$ cat config.mk
export PLATFORM = sky130hd
export DESIGN_NAME = uart_stream_core
export DESIGN_NICKNAME = d
export VERILOG_FILES = /design/src/rtl/uart_pkg.sv /design/src/rtl/uart_sync_fifo.sv /design/src/rtl/uart_stream_core.sv
export SDC_FILE = /design/constraint.sdc
export NUM_CORES = 1
export LEC_CHECK = 0
export BUFFER_PORTS_ARGS = -buffer_cell sky130_fd_sc_hd__buf_2
export CAP_MARGIN = 10
export CORE_ASPECT_RATIO = 0.9
export CORE_MARGIN = 2
export CORE_UTILIZATION = 50
export DETAILED_ROUTE_END_ITERATION = 10
export PLACE_DENSITY_LB_ADDON = 0.08
export SYNTH_ARGS = -nofsm -noshare
export SYNTH_HDL_FRONTEND = slang
export SYNTH_SLANG_ARGS = --single-unit
$ cat constraint.sdc
create_clock -name clk -period 2.7 [get_ports clk]
set_input_delay 0.135 -clock clk [delete_from_list [all_inputs] [get_ports clk]]
set_output_delay 0.135 -clock clk [all_outputs]
set_load 0.03 [all_outputs]
$ cat src/rtl/uart_pkg.sv
// Shared constants, state encodings and timing helpers for the UART stream core.
package uart_pkg;

    localparam int PAR_NONE = 0;
    localparam int PAR_EVEN = 1;
    localparam int PAR_ODD  = 2;

    typedef enum logic [2:0] {
        RX_IDLE,
        RX_START,
        RX_DATA,
        RX_PARITY,
        RX_STOP
    } rx_state_t;

    typedef enum logic [2:0] {
        TX_IDLE,
        TX_START,
        TX_DATA,
        TX_PARITY,
        TX_STOP
    } tx_state_t;

    function automatic int calc_div(int clk_hz, int baud);
        return clk_hz / baud;
    endfunction

    function automatic int calc_cw(int div);
        int w;
        w = 1;
        while ((1 << w) < div) w++;
        return w;
    endfunction

    // Narrow data is zero-extended; the extra zeros do not change the XOR.
    function automatic logic calc_parity(int mode, logic [7:0] d);
        return (mode == PAR_ODD) ? ~^d : ^d;
    endfunction

endpackage

$ cat src/rtl/uart_sync_fifo.sv
// Receive FIFO: DATA_BITS x FIFO_DEPTH storage with wrap-bit pointers.
module uart_sync_fifo
    import uart_pkg::*;
#(
    parameter int WIDTH = 8,
    parameter int DEPTH = 4
) (
    input  logic             clk,
    input  logic             rst,
    input  logic             push,
    input  logic [WIDTH-1:0] din,
    input  logic             pop,
    output logic [WIDTH-1:0] dout,
    output logic             empty,
    output logic             full
);

    localparam int AW = $clog2(DEPTH);

    logic [WIDTH-1:0] mem [DEPTH];
    logic [AW:0]      wr_ptr;
    logic [AW:0]      rd_ptr;
    logic             do_push;
    logic             do_pop;

    assign empty   = (wr_ptr == rd_ptr);
    assign full    = (wr_ptr[AW] != rd_ptr[AW])
                  && (wr_ptr[AW-1:0] == rd_ptr[AW-1:0]);
    assign do_pop  = pop && !empty;
    // A pop frees the slot in the same edge, so a full FIFO still accepts.
    assign do_push = push && (!full || do_pop);
    assign dout    = mem[rd_ptr[AW-1:0]];

    always_ff @(posedge clk or posedge rst) begin
        if (rst) begin
            wr_ptr <= '0;
            rd_ptr <= '0;
            for (int i = 0; i < DEPTH; i++) mem[i] <= '0;
        end else begin
            if (do_push) begin
                mem[wr_ptr[AW-1:0]] <= din;
                wr_ptr <= wr_ptr + 1'b1;
            end
            if (do_pop) rd_ptr <= rd_ptr + 1'b1;
        end
    end

endmodule

$ cat src/rtl/uart_stream_core.sv
// UART transceiver: synchronised RX with error flags, RX FIFO, TX and echo.
module uart_stream_core
    import uart_pkg::*;
#(
    parameter int CLK_HZ     = 50_000_000,
    parameter int BAUD       = 9600,
    parameter int DATA_BITS  = 8,
    parameter int PARITY     = 0,
    parameter int FIFO_DEPTH = 4,
    parameter int ECHO       = 0
) (
    input  logic                 clk,
    input  logic                 rst,
    input  logic                 rs232_rx,
    output logic                 rs232_tx,
    input  logic [DATA_BITS-1:0] tx_data,
    input  logic                 tx_valid,
    output logic                 tx_ready,
    output logic [DATA_BITS-1:0] rx_data,
    output logic                 rx_valid,
    input  logic                 rx_ready,
    output logic [DATA_BITS-1:0] last_rx,
    output logic                 frame_err,
    output logic                 parity_err,
    output logic                 overrun
);

    localparam int              DIV     = calc_div(CLK_HZ, BAUD);
    localparam int              CW      = calc_cw(DIV);
    localparam logic [CW-1:0]   LAST    = CW'(DIV - 1);
    localparam logic [CW-1:0]   HALF    = CW'(DIV / 2 - 1);
    localparam logic [2:0]      TOP     = 3'(DATA_BITS - 1);
    localparam bit              HAS_PAR = (PARITY != PAR_NONE);
    localparam bit              ECHO_ON = (ECHO != 0);

    logic                 rx_s1, rx_s2, rx_prev, rx_fall, rx_line;
    rx_state_t            rx_st, rx_nxt;
    logic [CW-1:0]        rx_cnt, rx_cnt_nxt;
    logic [2:0]           rx_idx, rx_idx_nxt;
    logic [DATA_BITS-1:0] rx_sh, rx_sh_nxt;
    logic                 rx_par, rx_par_nxt;
    logic                 stop_hit, par_ok, good;

    logic                 push, pop, empty, full;
    logic [DATA_BITS-1:0] fifo_dout;

    tx_state_t            tx_st, tx_nxt;
    logic [CW-1:0]        tx_cnt, tx_cnt_nxt;
    logic [2:0]           tx_idx, tx_idx_nxt;
    logic [DATA_BITS-1:0] tx_sh, tx_sh_nxt, tx_src;
    logic                 tx_par, tx_par_nxt;
    logic                 tx_go, tx_accept, line_nxt;

    always_ff @(posedge clk or posedge rst) begin
        if (rst) begin
            rx_s1   <= 1'b1;
            rx_s2   <= 1'b1;
            rx_prev <= 1'b1;
        end else begin
            rx_s1   <= rs232_rx;
            rx_s2   <= rx_s1;
            rx_prev <= rx_s2;
        end
    end

    assign rx_line = rx_s2;
    assign rx_fall = rx_prev && !rx_s2;

    always_comb begin
        rx_nxt     = rx_st;
        rx_cnt_nxt = rx_cnt + 1'b1;
        rx_idx_nxt = rx_idx;
        rx_sh_nxt  = rx_sh;
        rx_par_nxt = rx_par;
        stop_hit   = 1'b0;
        unique case (rx_st)
            RX_IDLE: begin
                rx_cnt_nxt = '0;
                rx_idx_nxt = '0;
                if (rx_fall) rx_nxt = RX_START;
            end
            RX_START: if (rx_cnt == HALF) begin
                rx_cnt_nxt = '0;
                rx_nxt     = rx_line ? RX_IDLE : RX_DATA;
            end
            RX_DATA: if (rx_cnt == LAST) begin
                rx_cnt_nxt = '0;
                rx_sh_nxt  = {rx_line, rx_sh[DATA_BITS-1:1]};
                rx_idx_nxt = rx_idx + 1'b1;
                if (rx_idx == TOP) rx_nxt = HAS_PAR ? RX_PARITY : RX_STOP;
            end
            RX_PARITY: if (rx_cnt == LAST) begin
                rx_cnt_nxt = '0;
                rx_par_nxt = rx_line;
                rx_nxt     = RX_STOP;
            end
            RX_STOP: if (rx_cnt == LAST) begin
                rx_cnt_nxt = '0;
                stop_hit   = 1'b1;
                rx_nxt     = RX_IDLE;
            end
            default: rx_nxt = RX_IDLE;
        endcase
    end

    assign par_ok = !HAS_PAR || (rx_par == calc_parity(PARITY, 8'(rx_sh)));
    assign good   = stop_hit && rx_line && par_ok;
    assign push   = good;

    always_ff @(posedge clk or posedge rst) begin
        if (rst) begin
            rx_st      <= RX_IDLE;
            rx_cnt     <= '0;
            rx_idx     <= '0;
            rx_sh      <= '0;
            rx_par     <= 1'b0;
            last_rx    <= '0;
            frame_err  <= 1'b0;
            parity_err <= 1'b0;
            overrun    <= 1'b0;
        end else begin
            rx_st      <= rx_nxt;
            rx_cnt     <= rx_cnt_nxt;
            rx_idx     <= rx_idx_nxt;
            rx_sh      <= rx_sh_nxt;
            rx_par     <= rx_par_nxt;
            frame_err  <= stop_hit && !rx_line;
            parity_err <= stop_hit && rx_line && !par_ok;
            overrun    <= good && full && !pop;
            if (good) last_rx <= rx_sh;
        end
    end

    uart_sync_fifo #(
        .WIDTH (DATA_BITS),
        .DEPTH (FIFO_DEPTH)
    ) u_fifo (
        .clk   (clk),
        .rst   (rst),
        .push  (push),
        .din   (rx_sh),
        .pop   (pop),
        .dout  (fifo_dout),
        .empty (empty),
        .full  (full)
    );

    // In echo mode the transmitter is the only FIFO consumer.
    assign rx_valid = !ECHO_ON && !empty;
    assign rx_data  = fifo_dout;
    assign pop      = ECHO_ON ? tx_accept : (!empty && rx_ready);
    assign tx_ready = !ECHO_ON && (tx_st == TX_IDLE);
    assign tx_go    = ECHO_ON ? !empty : tx_valid;
    assign tx_src   = ECHO_ON ? fifo_dout : tx_data;

    always_comb begin
        tx_nxt     = tx_st;
        tx_cnt_nxt = tx_cnt + 1'b1;
        tx_idx_nxt = tx_idx;
        tx_sh_nxt  = tx_sh;
        tx_par_nxt = tx_par;
        line_nxt   = rs232_tx;
        tx_accept  = 1'b0;
        unique case (tx_st)
            TX_IDLE: begin
                tx_cnt_nxt = '0;
                tx_idx_nxt = '0;
                line_nxt   = 1'b1;
                if (tx_go) begin
                    tx_accept  = 1'b1;
                    tx_sh_nxt  = tx_src;
                    tx_par_nxt = calc_parity(PARITY, 8'(tx_src));
                    tx_nxt     = TX_START;
                    line_nxt   = 1'b0;
                end
            end
            TX_START: if (tx_cnt == LAST) begin
                tx_cnt_nxt = '0;
                tx_nxt     = TX_DATA;
                line_nxt   = tx_sh[0];
            end
            TX_DATA: if (tx_cnt == LAST) begin
                tx_cnt_nxt = '0;
                if (tx_idx == TOP) begin
                    tx_nxt   = HAS_PAR ? TX_PARITY : TX_STOP;
                    line_nxt = HAS_PAR ? tx_par : 1'b1;
                end else begin
                    tx_idx_nxt = tx_idx + 1'b1;
                    tx_sh_nxt  = tx_sh >> 1;
                    line_nxt   = tx_sh[1];
                end
            end
            TX_PARITY: if (tx_cnt == LAST) begin
                tx_cnt_nxt = '0;
                tx_nxt     = TX_STOP;
                line_nxt   = 1'b1;
            end
            TX_STOP: if (tx_cnt == LAST) begin
                tx_cnt_nxt = '0;
                tx_nxt     = TX_IDLE;
                line_nxt   = 1'b1;
            end
            default: begin
                tx_nxt   = TX_IDLE;
                line_nxt = 1'b1;
            end
        endcase
    end

    always_ff @(posedge clk or posedge rst) begin
        if (rst) begin
            tx_st    <= TX_IDLE;
            tx_cnt   <= '0;
            tx_idx   <= '0;
            tx_sh    <= '0;
            tx_par   <= 1'b0;
            rs232_tx <= 1'b1;
        end else begin
            tx_st    <= tx_nxt;
            tx_cnt   <= tx_cnt_nxt;
            tx_idx   <= tx_idx_nxt;
            tx_sh    <= tx_sh_nxt;
            tx_par   <= tx_par_nxt;
            rs232_tx <= line_nxt;
        end
    end

endmodule
==> summary.md <==
| Metric | Value |
|---|---|
| CTS resizes | 0 |
| Final Slew Violations | 0 |
| Worst EP arrival | 2.63 ns |
| Placed Instances | 551 |
| Port Buffers | 33 |
| CP Class | reg -> reg |
| RSZ-0062 raised after global routing | false |
| Slew HR | 66.5% |
| Max Cap Viol | 0 |
| DRC violations left | 0 |
| Total power | 0.00329 W |
| Final setup fails | 0 |
| Final #Nets | 462 |
| Synth top cells by count | dfrtp_1, mux2_2, nor2_1 |
| Via count | 3226 |
| Die Area | 10800 sq um |
| Drt total wl | 9180 um |
| FILL cells | 809 |
| Synth Net Count | 421 |
| Fin. Hold Viols | 0 |
| Root Driver | clkbuf_8 |
| Final period utilization | 88.0% |
| Area contributors post-synth | dfrtp_1, mux2_2, mux4_2 |
| Global-route wire length before repair | 16000 um |
| CTS max path bufs | 2 |
| Post-synthesis sequential area ratio | 53.3% |
| Std-Cell Rows | 34 |
| Worst vdd rail ir drop | 0.000357 V |
| Hpwl dp | 6180 um |
| Area delta synth->final | 11.8% |
| Placed Area | 5340 sq um |
| IO Pins | 35 |
| Vias in the first global route | 3217 |
| Status | completed |
| CP Launch Type | register |
| Worst Setup End Kind | register |
| Cell Pwr Density | 591 nW/um^2 |
| Core region area | 9700 sq um |
| FMAX | 421 MHz |
| Initial core utilization | 51.4% |
| Setup TNS | 0 ns |
| Largest net degree at the start of global routing | 74 |
| Hold Path Class | in -> reg |
| DR WL/cell | 16.1 um |
| Share of cells above drive strength 1 | 33.2% |
| Crit path max fanout | 9 |
| Number of synthesized flops with an enable pin | 0 |
| Top cell type by total area after synthesis | dfrtp_1 |
| Clk slew on worst S/H paths | 0.10 ns |
| Synth Instances | 397 |
| Global Route Usage Sum | 19.2% |
| # H-tree levels | 3 |
| Non-Filler Instances | 569 |
| Routed vias/inst | 5.67 |
| Drt first pass iters | 6 |
| Unique masters post-synth | 53 |
| P_leak | 2.64 nW |
| Min Tclk post-route | 2.38 ns |
| Synthesis Warnings | 0 |
| Post-DRT Antenna Nets | 0 |
| Share of the synthesized area in the top cell type | 51.2% |
| Worst slack, placed | 0.315 ns |
| TritonCTS buffer count | 9 |
| Synth Flop Type | dfrtp_1 |
| CTS sink cnt | 106 |
| CTS tree | built |
| Antenna cell count | 0 |
| Seq cells post-synth | 106 |
| Post-route cell area | 5570 sq um |
| Chip height | 98.7 um |
| Die Wd | 109 um |
| Final WS setup | 0.324 ns |
| Critical Path RT | 2.95 ns |
| Synthesized cell area | 4980 sq um |
| Clk_lat worst skew | 0.37 ns |
| Syn_area_per_cell | 12.6 sq um |
| Initial DRC Count | 113 |
| Asr flop ratio synth | 100% |
| Most frequent cell after synthesis | dfrtp_1 |
| Antenna violations before repair | 0 |
| GRT Residual Overflow | 0 |
| Worst-margin pin slew | 0.498 ns |
| Worst Skew | 0.0122 ns |
| Gpl congestion | 0.804 |
-- critical path, stage by stage, from the launching register on --
cell and delay (ns):
dfrtp_1 0.48, or4b_1 0.68, nor4_4 0.47, buf_4 0.28
mux2_2 0.35
-- report_power, final --
group / internal, W / switching [W]
clock: 0.000482 / 0.000538
combinational: 0.000198 / 0.000233
sequential: 0.00172 / 0.000119
total: 0.00240 / 0.000890
-- logic make-up after synthesis --
family / synth area share, %
simple gates: 13.9
flops: 53.3
mux: 18.1
compound gates: 4.32
xor+xnor: 5.27
buf+inv: 2.06
fa+ha+maj: 2.96
other cells: 0.0752
-- final cells by class --
class                   instances  area (sq um)  share of cell area [%]
well taps                     126           158                    2.83
clock buffers                  11           151                    2.72
repair buffers                 47           288                    5.17
clock inverters                 5          62.6                    1.12
flip-flops and latches        106          2660                    47.7
inverters                       7          30.0                   0.539
multi-input cells             267          2220                    39.9
-- layer usage --
metal / part of all wire, % / GRT usage [%]
met2: 45 / 28.5
met4: 1.5 / 6.62
met5: 0 / 0
met1: 49 / 27.7
met3: 3.9 / 4.76
-- what timing repair did --
| action | CTS | global route |
|---|---|---|
| setup buffers | 0 | 0 |
| hold buffers | 2 | 0 |
| endpoints found under the hold margin | 103 | 0 |
-- flip-flops by register name, summed over array words and instances, names as in the netlist --
signal,count
u_fifo.mem,32
rx_cnt,13
tx_cnt,13
last_rx,8
rx_sh,8
tx_sh,8
rx_idx,3
rx_st,3
tx_idx,3
tx_st,3
u_fifo.rd_ptr,3
u_fifo.wr_ptr,3
frame_err,1
overrun,1
rs232_tx,1
rx_line,1
rx_prev,1
rx_s1,1
-- cell usage in the layout (no fill, tap or decap), types with 3 or more instances in the layout --
master	count
nor4_1	5
mux2_2	62
nand2_1	16
clkbuf_8	11
nand4b_1	3
ha_1	11
clkinvlp_4	3
and3_1	6
mux4_2	8
nand4_1	8
buf_4	11
dfstp_2	4
nor2_1	36
inv_1	6
nand3_1	12
nor2b_1	3
or4b_2	5
dfrtp_1	102
xnor2_1	19
xor2_1	11
a32o_1	3
o21ai_0	11
buf_2	33
nor3_1	10
-- per-stage QoR --
stage,hold slack (ns),utilization (%)
floorplan,0.139,-
global placement,0.241,55.0
detailed placement,0.243,55.0
CTS,0.0287,57.4
global route,0.0312,57.4
finish,0.0446,57.4
-- final timing paths --
kind                                           endpoint  slack, ns                start  cells after the start
max reg2reg                      last_rx[0]$_DFFE_PP0P_       0.32  rx_cnt[3]$_DFF_PP0_                      4
min reg2reg                           rx_line$_DFF_PP1_       0.36      rx_s1$_DFF_PP1_                      0
max in group asynchronous             rx_prev$_DFF_PP1_       1.90                  rst                      4
min in group asynchronous           rx_cnt[7]$_DFF_PP0_       0.40                  rst                      4
min                        u_fifo.rd_ptr[2]$_DFFE_PP0P_       0.04             rx_ready                      3
max                              last_rx[0]$_DFFE_PP0P_       0.32  rx_cnt[3]$_DFF_PP0_                      4
No activity file was read; power rests on OpenSTA's default activity.
